**config.mk**
```make
export PLATFORM = sky130hd
export DESIGN_NAME = mem_stage_ctrl_flat
export DESIGN_NICKNAME = d
export VERILOG_FILES = /design/src/rtl/mem_stage_ctrl_if.sv /design/src/rtl/mem_stage_ctrl.sv /design/src/flat_wrapper.sv
export SDC_FILE = /design/constraint.sdc
export NUM_CORES = 1
export LEC_CHECK = 0
export BUFFER_PORTS_ARGS = -buffer_cell sky130_fd_sc_hd__buf_2
export CAP_MARGIN = 20
export CORE_MARGIN = 1.5
export CORE_UTILIZATION = 50
export DETAILED_ROUTE_END_ITERATION = 8
export GPL_ROUTABILITY_DRIVEN = 0
export PLACE_DENSITY_LB_ADDON = 0.25
export SLEW_MARGIN = 15
export SYNTH_ARGS = -nofsm -noshare
export SYNTH_HDL_FRONTEND = slang
export SYNTH_SLANG_ARGS = --single-unit
```
**constraint.sdc**
```tcl
create_clock -name clk -period 2.2 [get_ports clk]
set_input_delay 0.44 -clock clk [delete_from_list [all_inputs] [get_ports clk]]
set_output_delay 0.44 -clock clk [all_outputs]
set_load 0.01 [all_outputs]
```
**src/rtl/mem_stage_ctrl_if.sv**
```systemverilog
// Bus bundle between the MEM-stage sequencer (master) and the pipeline/data-memory side (slave).
// Handshake: dmem_read/dmem_write and their address/lanes/data stay steady until the one-cycle dmem_resp pulse.
interface mem_stage_ctrl_if;
  logic        mem_valid;
  logic        mem_read;
  logic        mem_write;
  logic        mem_indirect;
  logic [1:0]  mem_byte_sig;
  logic [15:0] mem_address;
  logic [15:0] mem_wdata;
  logic [15:0] dmem_rdata;
  logic        dmem_resp;
  logic [15:0] dmem_address;
  logic        dmem_read;
  logic        dmem_write;
  logic [1:0]  dmem_byte_enable;
  logic [15:0] dmem_wdata;
  logic        stall;
  logic        done;
  logic [15:0] load_data;

  modport master (
    input  mem_valid, mem_read, mem_write, mem_indirect, mem_byte_sig,
           mem_address, mem_wdata, dmem_rdata, dmem_resp,
    output dmem_address, dmem_read, dmem_write, dmem_byte_enable,
           dmem_wdata, stall, done, load_data
  );

  modport slave (
    output mem_valid, mem_read, mem_write, mem_indirect, mem_byte_sig,
           mem_address, mem_wdata, dmem_rdata, dmem_resp,
    input  dmem_address, dmem_read, dmem_write, dmem_byte_enable,
           dmem_wdata, stall, done, load_data
  );
endinterface

```
**src/rtl/mem_stage_ctrl.sv**
```systemverilog
// LC-3b MEM-stage access sequencer: one data-memory access at a time, LDI/STI pointer fetch,
// byte-lane steering, pipeline stall and a saturating stall-cycle counter.
module mem_stage_ctrl #(
  parameter int CNT_W = 16
) (
  input  logic             clk,
  input  logic             reset_n,
  mem_stage_ctrl_if.master bus,
  output logic [CNT_W-1:0] stall_count,
  output logic [1:0]       state_dbg
);

  typedef enum logic [1:0] {IDLE, IND_PTR, ACCESS, DONE} state_t;

  state_t      state_q, state_d;
  logic [15:0] addr_q;
  logic [15:0] wdata_q;
  logic [15:0] load_q;
  logic        write_q;
  logic        byte_q;
  logic        req;
  logic        stall_c;
  logic        done_c;
  logic        rd_c;
  logic        wr_c;
  logic [1:0]  be_c;
  logic [15:0] addr_c;
  logic [15:0] wdata_c;

  // A request with both read and write set is treated as a write.
  assign req = bus.mem_valid & (bus.mem_read | bus.mem_write);

  always_ff @(posedge clk or negedge reset_n) begin
    if (!reset_n) begin
      state_q     <= IDLE;
      addr_q      <= '0;
      wdata_q     <= '0;
      load_q      <= '0;
      write_q     <= 1'b0;
      byte_q      <= 1'b0;
      stall_count <= '0;
    end else begin
      state_q <= state_d;
      if (state_q == IDLE && req) begin
        addr_q  <= bus.mem_address;
        wdata_q <= bus.mem_wdata;
        write_q <= bus.mem_write;
        byte_q  <= (bus.mem_byte_sig == 2'b01);
      end
      // The fetched pointer replaces the address used by the real access.
      if (state_q == IND_PTR && bus.dmem_resp)
        addr_q <= bus.dmem_rdata;
      if (state_q == ACCESS && bus.dmem_resp && !write_q) begin
        if (byte_q)
          load_q <= {8'h00, (addr_q[0] ? bus.dmem_rdata[15:8] : bus.dmem_rdata[7:0])};
        else
          load_q <= bus.dmem_rdata;
      end
      if (stall_c && stall_count != {CNT_W{1'b1}})
        stall_count <= stall_count + {{(CNT_W-1){1'b0}}, 1'b1};
    end
  end

  always_comb begin
    state_d = state_q;
    stall_c = 1'b0;
    done_c  = 1'b0;
    rd_c    = 1'b0;
    wr_c    = 1'b0;
    be_c    = 2'b00;
    addr_c  = 16'h0000;
    wdata_c = 16'h0000;
    case (state_q)
      IDLE: begin
        if (req) begin
          stall_c = 1'b1;
          state_d = bus.mem_indirect ? IND_PTR : ACCESS;
        end
      end
      IND_PTR: begin
        stall_c = 1'b1;
        rd_c    = 1'b1;
        addr_c  = {addr_q[15:1], 1'b0};
        be_c    = 2'b11;
        if (bus.dmem_resp) state_d = ACCESS;
      end
      ACCESS: begin
        stall_c = 1'b1;
        rd_c    = ~write_q;
        wr_c    = write_q;
        if (byte_q) begin
          addr_c  = addr_q;
          be_c    = addr_q[0] ? 2'b10 : 2'b01;
          wdata_c = {wdata_q[7:0], wdata_q[7:0]};
        end else begin
          addr_c  = {addr_q[15:1], 1'b0};
          be_c    = 2'b11;
          wdata_c = wdata_q;
        end
        if (bus.dmem_resp) state_d = DONE;
      end
      DONE: begin
        done_c  = 1'b1;
        state_d = IDLE;
      end
      default: state_d = IDLE;
    endcase
  end

  assign bus.dmem_address     = addr_c;
  assign bus.dmem_read        = rd_c;
  assign bus.dmem_write       = wr_c;
  assign bus.dmem_byte_enable = be_c;
  assign bus.dmem_wdata       = wdata_c;
  assign bus.stall            = stall_c;
  assign bus.done             = done_c;
  assign bus.load_data        = load_q;
  assign state_dbg            = state_q;

endmodule

```
**src/flat_wrapper.sv**
```systemverilog
// flat-port wrapper written by rule: the top's interface ports become plain ports
module mem_stage_ctrl_flat 
#(
  parameter int CNT_W = 16
)
  (clk, reset_n, stall_count, state_dbg, bus_mem_valid, bus_mem_read, bus_mem_write, bus_mem_indirect, bus_mem_byte_sig, bus_mem_address, bus_mem_wdata, bus_dmem_rdata, bus_dmem_resp, bus_dmem_address, bus_dmem_read, bus_dmem_write, bus_dmem_byte_enable, bus_dmem_wdata, bus_stall, bus_done, bus_load_data);
  mem_stage_ctrl_if bus_i ();
  input  logic clk;
  input  logic reset_n;
  output logic [CNT_W-1:0] stall_count;
  output logic [1:0] state_dbg;
  input wire logic [$bits(bus_i.mem_valid)-1:0] bus_mem_valid;
  input wire logic [$bits(bus_i.mem_read)-1:0] bus_mem_read;
  input wire logic [$bits(bus_i.mem_write)-1:0] bus_mem_write;
  input wire logic [$bits(bus_i.mem_indirect)-1:0] bus_mem_indirect;
  input wire logic [$bits(bus_i.mem_byte_sig)-1:0] bus_mem_byte_sig;
  input wire logic [$bits(bus_i.mem_address)-1:0] bus_mem_address;
  input wire logic [$bits(bus_i.mem_wdata)-1:0] bus_mem_wdata;
  input wire logic [$bits(bus_i.dmem_rdata)-1:0] bus_dmem_rdata;
  input wire logic [$bits(bus_i.dmem_resp)-1:0] bus_dmem_resp;
  output wire logic [$bits(bus_i.dmem_address)-1:0] bus_dmem_address;
  output wire logic [$bits(bus_i.dmem_read)-1:0] bus_dmem_read;
  output wire logic [$bits(bus_i.dmem_write)-1:0] bus_dmem_write;
  output wire logic [$bits(bus_i.dmem_byte_enable)-1:0] bus_dmem_byte_enable;
  output wire logic [$bits(bus_i.dmem_wdata)-1:0] bus_dmem_wdata;
  output wire logic [$bits(bus_i.stall)-1:0] bus_stall;
  output wire logic [$bits(bus_i.done)-1:0] bus_done;
  output wire logic [$bits(bus_i.load_data)-1:0] bus_load_data;
  assign bus_i.mem_valid = bus_mem_valid;
  assign bus_i.mem_read = bus_mem_read;
  assign bus_i.mem_write = bus_mem_write;
  assign bus_i.mem_indirect = bus_mem_indirect;
  assign bus_i.mem_byte_sig = bus_mem_byte_sig;
  assign bus_i.mem_address = bus_mem_address;
  assign bus_i.mem_wdata = bus_mem_wdata;
  assign bus_i.dmem_rdata = bus_dmem_rdata;
  assign bus_i.dmem_resp = bus_dmem_resp;
  assign bus_dmem_address = bus_i.dmem_address;
  assign bus_dmem_read = bus_i.dmem_read;
  assign bus_dmem_write = bus_i.dmem_write;
  assign bus_dmem_byte_enable = bus_i.dmem_byte_enable;
  assign bus_dmem_wdata = bus_i.dmem_wdata;
  assign bus_stall = bus_i.stall;
  assign bus_done = bus_i.done;
  assign bus_load_data = bus_i.load_data;
  mem_stage_ctrl #(.CNT_W(CNT_W)) u_core (.clk(clk), .reset_n(reset_n), .bus(bus_i), .stall_count(stall_count), .state_dbg(state_dbg));
endmodule
```
==> impl_metrics.ini, run 1 <==
[cts]
clk_latency_ns = 0.34
cts-htree-levels = 3
ctsHoldBuffers = 0
clock_sinks = 68
clkTransAtPathRegs_ns = 0.08
tritoncts = yes
clk_path_buf_depth = 2
cts-buffers-inserted = 9
clock-root-buffer = clkbuf_8

[cells_and_area]
final_nets = 569
num_antenna_cells = 0
drive_gt1_share_pct = 38.36
syn_to_final_growth_pct = 35.58
stdcell_count = 607

[yosys]
ys_seq_elements = 68
synth_ff_type = dfrtp_1
yosysMostFrequentCell = nand2_1
syn-num-nets = 423
synth_edf_count = 0
postSynthCellCount = 360
synth_cell_types = 39
seq_area_frac_synth_pct = 48.68
ys_top_cells_by_count = nand2_1, dfrtp_1, mux2i_1, o21ai_0, and2_1
syn_avg_cell_area_um2 = 9.711
async_flop_share_pct = 100.0
yosys.area.top_type = dfrtp_1
synth_area_leaders = dfrtp_1, mux2i_1, nand2_1, o21ai_0, and2_1
yosys_warnings = 0
synth_area_mm2 = 0.003496
yosysTopAreaCellShare_pct = 48.68

[floorplanning]
rows = 30
ios = 129
die_height_um = 86.62
start_util_pct = 51.45
die_x_um = 86.62
core-area_mm2 = 0.006794
dieArea_mm2 = 0.007502

[sta]
clock.fmax_mhz = 457.0
tightest_slew_ns = 0.4301
skew_ns = 0.008281
min_period_over_period_pct = 99.46
slew_headroom_pct = 71.20
min_period_ns = 2.188
fin_ws_ns = 0.01190
slew_viol_final = 0
rsz0062_at_grt = true
tns_ns = 0
setup_violations = 0
hold_viol_final = 0

[setup_path]
worst_path_largest_cell_delay_ns = 0.40
arrival_ns = 1.75
path_cells = inv_2 -> ha_4 -> inv_4 -> nor2_4 -> buf_4 -> and2_1 -> buf_2
path_max_fanout = 4
end_kind = output pin
critical_path.slowest_cell = dfrtp_1
crit_type = flop to output pin
crit_path_start_kind = flop
cp.required_ns = 1.76

[routing]
drt-pass1-iter-count = 4
via_per_inst = 5.082
drc_errors = 0
finalWirelength_um = 9215
routedWlPerCell_um = 15.18
detail-route-antenna-nets = 0
vias = 3085
drt_first_iter_violations = 101

[placed_design]
portBuffers = 128
dp_hpwl_um = 6121
pre_cts_slack_ns = 0.1894
dpl.cell_count = 578

[global_routing]
grt_overflow = 0
grt_pass1_vias = 2944
antenna_found_initial = 0
grt_pass1_wl_um = 14660
gr-usage-all-layers_pct = 25.30
grt_max_degree = 69

[power]
p_leak_uw = 0.002514
pwr_density_cell_mw_per_mm2 = 1426
p_total_uw = 6757
peakVddDrop_mv = 0.6784

[run]
drv_cap = 0

[hold_path]
min_path_type = primary input to async pin

[outcome]
status = complete, no violations
per-layer routing:
metal / GRT usage, % / vias up / routed length [µm]
li1: - / 1489 / -
met1: 36.04 / 1480 / 4197
met2: 39.06 / 106 / 4368
met3: 5.238 / 10 / 557
met4: 7.625 / 0 / 92
met5: 0 / - / 0
stage by stage:
| stage | instance area, µm² | hold slack [ns] | util, % |
|---|---|---|---|
| after global placement | 4285 | 0.4568 | 63.08 |
| after floorplan | 3496 | 0.1444 | - |
| after detailed placement | 4285 | 0.4614 | 63.08 |
| after global routing | 4740 | 0.1408 | 69.76 |
| final | 4740 | 0.1173 | 69.76 |
| after CTS | 4597 | 0.1276 | 67.66 |
flip-flops by register name (all words and copies together) (netlist names):
name and cells:
u_core.addr_q 16, u_core.bus.load_data 16, u_core.byte_q 1, u_core.stall_count 16, u_core.state_dbg 2, u_core.wdata_q 16, u_core.write_q 1
report_power, final:
group	leakage [µW]	switching, µW	internal [µW]	total, µW
registers	0.000841	380	1780	2160
logic	0.00156	1830	1620	3460
clock network	0.000113	479	665	1140
final timing paths:
path / startpoint / endpoint / slack (ns) / cells past startpoint
max: u_core.state_dbg[1] / bus_dmem_address[2] / 0.01 / 7
min: reset_n / u_core.stall_count[10] / 0.12 / 2
max reg2reg: u_core.state_dbg[0] / u_core.stall_count[15] / 0.33 / 6
min reg2reg: u_core.wdata_q[14] / u_core.wdata_q[14] / 0.48 / 2
max in group asynchronous: reset_n / u_core.addr_q[15] / 1.79 / 2
min in group clk: bus_mem_wdata[7] / u_core.wdata_q[7] / 0.29 / 3
repair_timing:
item                                    in CTS  in global routing
pin swaps                                    0                  5
buffers inserted                             4                  6
gates resized for setup                     15                 22
endpoints found under the setup margin      19                 19
gates cloned                                 2                  1
cells by family after synthesis:
logic type,after synthesis,share of synthesized area [%]
XOR/XNOR,14,3.508
AO/OA/AOI/OAI,42,6.693
adder cells (fa/ha/maj),6,2.147
flip-flops,68,48.68
multiplexers,38,11.06
AND/OR/NAND/NOR,168,24.80
buffers and inverters,24,3.113
layout by cell type, fill, tap and decap left out, types with 4 or more instances in the layout:
cell type,Yosys,final
dfrtp_1,68,68
nand3_1,6,6
buf_2,3,122
nor4_1,4,4
nor2_1,10,8
and2_1,24,17
mux2i_1,36,36
and2_4,0,7
clkbuf_8,0,10
buf_4,0,19
buf_6,2,10
xor2_1,13,13
nand2_1,96,96
o21ai_0,35,35
nor2b_1,9,8
critical path, delay by kind of cell, from the launching register on:
kind	cells	cell delay, ns
buffers and inverters	4	0.45
adder cells (fa/ha/maj)	1	0.30
flip-flops	1	0.40
AND/OR/NAND/NOR	2	0.27
cell type report:
class,count,area (µm²)
clock buffers,11,141.4
clock inverters,5,75.07
multi-input cells,268,1770
fillers,527,2054
inverters,6,25.02
well taps,96,120.1
repair buffers,153,905.9
flip-flops and latches,68,1702
(Power assumes the default switching activity.)
==> run 2: changes to the inputs <==
Settings changed: CORE_ASPECT_RATIO set to 1.4.
==> impl_metrics.ini, run 2 (synthesized netlist as in run 1, its figures left out) <==
[cts]
clkTransAtPathRegs_ns = 0.07
clk_path_buf_depth = 2
clk_latency_ns = 0.35
clock_sinks = 68
cts-buffers-inserted = 9
clock-root-buffer = clkbuf_8
cts-htree-levels = 3
ctsHoldBuffers = 0
tritoncts = yes

[global_routing]
grt_max_degree = 69
gr-usage-all-layers_pct = 24.23
grt_pass1_wl_um = 13790
antenna_found_initial = 0
grt_pass1_vias = 2900
grt_overflow = 0

[power]
p_leak_uw = 0.002474
power_frac_seq_pct = 32.7
switching_share_pct = 39.72
p_sw_uw = 2614
peakVddDrop_mv = 0.7441
pwr-share-comb_pct = 51.5
p_int_uw = 3968
pwr_density_cell_mw_per_mm2 = 1402
pwr-share-clk_pct = 15.8

[setup_path]
critical_path.slowest_cell = dfrtp_1
crit_type = flop to output pin
crit_buf_inv = 4
arrival_ns = 1.75
cp.required_ns = 1.76
timing.reg2reg.setup_slack_ns = 0.34
crit_path_start_kind = flop
path_max_fanout = 5
path_cells = inv_2 -> ha_4 -> inv_4 -> nor2_4 -> buf_6 -> o31a_1 -> buf_2
end_kind = output pin
crit_family = buffers and inverters
worst_path_largest_cell_delay_ns = 0.39

[hold_path]
min_path_type = primary input to async pin

[sta]
slew_headroom_pct = 68.64
clock.fmax_mhz = 457.0
min_period_over_period_pct = 99.47
tightest_slew_ns = 0.4683
timing.hold.ws_ns = 0.09472
slew_viol_final = 0
rsz0062_at_grt = true
setup_violations = 0
hold_viol_final = 0
skew_ns = 0.006824
min_period_ns = 2.188
tns_ns = 0

[outcome]
status = complete, no violations

[cells_and_area]
mostFrequentLayoutCell = buf_2
fin_util_pct = 70.51
fin_area_mm2 = 0.004693
final_cell_mix = buf_2, nand2_1, dfrtp_1, mux2i_1, o21ai_0
num_antenna_cells = 0
drive_gt1_share_pct = 38.52
final_nets = 561
syn_to_final_growth_pct = 34.25

[floorplanning]
ios = 129
die_x_um = 73.67
rows = 35
core-area_mm2 = 0.006656
start_util_pct = 52.52
die_height_um = 101.9
dieArea_mm2 = 0.007510

[routing]
detail-route-antenna-nets = 0
drt_first_iter_violations = 140
drt-pass1-iter-count = 4
vias = 3071
finalWirelength_um = 9005
drc_errors = 0
routedWlPerCell_um = 15.19
via_per_inst = 5.179

[run]
drv_cap = 0

[placed_design]
dp_hpwl_um = 6196
place_area_mm2 = 0.004268
portBuffers = 128
run 2: cell count changes in the layout (fill, tap and decap cells not counted):
cell and change:
a21o_2 +1, a21o_4 -1, and2_1 -7, and2_4 +7, buf_12 -1, buf_2 -8
buf_4 -6, buf_6 +7, bufinv_16 -1, clkbuf_8 +1, clkinv_2 -2
run 2: what timing repair did:
action / in CTS / in global routing
cloned: 1 / 1
setup endpoints to repair: 19 / 19
gates resized for setup: 15 / 35
buffers inserted: 2 / 1
pin swaps: 0 / 14
run 2: cell type report:
class                   instances  area [µm²]
clock buffers                  12       155.1
clock inverters                 2       35.03
fillers                       562        1963
inverters                       6       25.02
multi-input cells             268        1782
flip-flops and latches         68        1702
well taps                      92       115.1
repair buffers                145       879.6
run 2: power by group through the flow:
stage               Sequential [µW]  Clock [µW]  Combinational [µW]
floorplan                      2180           0                1730
global placement               2120           0                2740
detailed placement             2150           0                2820
CTS                            2130        1050                3040
global route                   2210        1100                3700
finish                         2150        1040                3390
run 2: worst register-to-register path, cell delays in order, from the launching register on:
cell	delay (ns)
dfrtp_1	0.40
buf_4	0.17
ha_1	0.23
and4b_1	0.24
o211ai_1	0.20
nor4_1	0.34
mux2i_1	0.22
run 2: path summary, 6_finish.rpt:
| check | endpoint | cells after the start | startpoint |
|---|---|---|---|
| setup / recovery | bus_dmem_byte_enable[1] | 7 | u_core.state_dbg[1] |
| min in group clk | u_core.wdata_q[13] | 3 | bus_mem_wdata[13] |
| max in group asynchronous | u_core.bus.load_data[12] | 2 | reset_n |
| hold reg to reg | u_core.bus.load_data[8] | 2 | u_core.bus.load_data[8] |
| setup reg to reg | u_core.stall_count[15] | 6 | u_core.state_dbg[0] |
| hold / removal | u_core.stall_count[9] | 2 | reset_n |
run 2: layer usage:
| metal | up-vias | global-route usage, % | share of wire, % |
|---|---|---|---|
| met5 | - | 0 | 0 |
| met4 | 0 | 9.972 | 1.9 |
| met3 | 18 | 6.410 | 6.5 |
| met2 | 118 | 39.78 | 51 |
| met1 | 1462 | 30.07 | 41 |
| li1 | 1473 | - | - |
run 2: through the flow:
| step | setup WS, ns | power, µW | cells |
|---|---|---|---|
| final | 0.01172 | 6582 | 593 |
| after floorplan | 0.1862 | 3909 | 360 |
| after global routing | -0.04955 | 7011 | 593 |
| after global placement | 0.2391 | 4859 | 574 |
| after CTS | 0.01138 | 6218 | 591 |
| after detailed placement | 0.1438 | 4967 | 574 |
==> run 3: changes to the inputs <==
Settings changed: CTS_BUF_LIST set to sky130_fd_sc_hd__clkbuf_4.
==> impl_metrics.ini, run 3 (synthesized netlist as in run 1, its figures left out) <==
[setup_path]
crit_type = flop to output pin
cp.required_ns = 1.76
path_cells = inv_2 -> ha_4 -> inv_4 -> nor2_4 -> buf_6 -> o31a_1 -> buf_2
end_kind = output pin
worst_path_largest_cell_delay_ns = 0.39
crit_path_start_kind = flop
crit_family = buffers and inverters
critical_path.slowest_cell = dfrtp_1
path_max_fanout = 5
path_depth = 7
timing.reg2reg.setup_slack_ns = 0.31
crit_buf_inv = 4
reg2reg_depth = 6
arrival_ns = 1.83

[routing]
drc_errors = 0
drt_first_iter_violations = 160
vias = 3098
drt-pass1-iter-count = 5
detail-route-antenna-nets = 0
via_per_inst = 5.163
finalWirelength_um = 9047
routedWlPerCell_um = 15.08

[sta]
clock.fmax_mhz = 440.5
tns_ns = -0.7693
slew_headroom_pct = 70.16
tightest_slew_ns = 0.4457
hold_viol_final = 0
slew_viol_final = 0
fin_ws_ns = -0.07012
skew_ns = 0.01005
setup_violations = 17
rsz0062_at_grt = true
min_period_ns = 2.270
timing.hold.ws_ns = 0.01410
min_period_over_period_pct = 103.2

[global_routing]
grt_max_degree = 69
antenna_found_initial = 0
grt_pass1_vias = 2961
gr-usage-all-layers_pct = 24.82
grt_overflow = 0
grt_pass1_wl_um = 14150

[power]
p_leak_uw = 0.002472
p_total_uw = 6449
pwr_density_cell_mw_per_mm2 = 1380
peakVddDrop_mv = 0.7712

[cts]
cts-htree-levels = 3
clock_sinks = 68
ctsHoldBuffers = 0
clk_latency_ns = 0.42
cts-buffers-inserted = 9
tritoncts = yes
clk_path_buf_depth = 2
clkTransAtPathRegs_ns = 0.11
clock-root-buffer = clkbuf_4

[cells_and_area]
drive_gt1_share_pct = 38.78
stdcell_count = 600
n_fill_cell = 554
final_nets = 568
syn_to_final_growth_pct = 33.64
num_antenna_cells = 0
mostFrequentLayoutCell = buf_2
fin_util_pct = 70.19
final_cell_mix = buf_2, nand2_1, dfrtp_1, mux2i_1, o21ai_0

[floorplanning]
dieArea_mm2 = 0.007510
ios = 129
die_x_um = 73.67
core-area_mm2 = 0.006656
die_height_um = 101.9
start_util_pct = 52.52
rows = 35

[placed_design]
dpl.cell_count = 574
dp_hpwl_um = 6196
portBuffers = 128

[hold_path]
min_path_type = primary input to async pin

[run]
drv_cap = 0

[outcome]
failed_checks = negative setup slack
status = finished with violations
run 3: timing repair:
item | in CTS | in global routing
buffers inserted | 4 | 6
resized for setup | 29 | 19
pin swaps | 12 | 9
setup endpoints to repair | 19 | 19
hold endpoints to repair | 0 | 0
gates cloned | 2 | 0
run 3: path summary, 6_finish.rpt:
check / from / to
min: reset_n / u_core.stall_count[9]
min in group clk: bus_mem_wdata[13] / u_core.wdata_q[13]
max in group asynchronous: reset_n / u_core.bus.load_data[2]
min reg2reg: u_core.bus.load_data[8] / u_core.bus.load_data[8]
max reg2reg: u_core.state_dbg[0] / u_core.stall_count[15]
max: u_core.state_dbg[0] / bus_dmem_byte_enable[1]
run 3: area by class of cell:
type	count	area, µm²	area share [%]
Multi-Input combinational cell	268	1789	38.30
Tap cell	92	115.1	2.464
Clock buffer	10	75.07	1.607
Clock inverter	4	42.54	0.9106
Sequential cell	68	1702	36.42
Timing Repair Buffer	152	923.4	19.76
Inverter	6	25.02	0.5356
run 3: layer usage:
| layer | part of all wire, % | GRT usage, % | vias up | wire length [µm] |
|---|---|---|---|---|
| li1 | - | - | 1493 | - |
| met1 | 41 | 31.44 | 1485 | 3698 |
| met2 | 52 | 40.68 | 111 | 4661 |
| met3 | 6.4 | 7.298 | 9 | 577 |
| met4 | 1.2 | 7.835 | 0 | 110 |
| met5 | 0 | 0 | - | 0 |
run 3: report_power, final:
| part | total, µW | switching [µW] | internal, µW |
|---|---|---|---|
| clock network | 779 | 440 | 339 |
| logic | 3530 | 1810 | 1720 |
| registers | 2140 | 371 | 1770 |
| total | 6450 | 2620 | 3830 |
run 3: per-stage QoR:
stage                     setup WS [ns]  area [µm²]
after global routing            -0.1524        4672
after CTS                      -0.03773        4542
final                          -0.07012        4672
after global placement           0.2391        4268
after floorplan                  0.1862        3496
after detailed placement         0.1438        4268
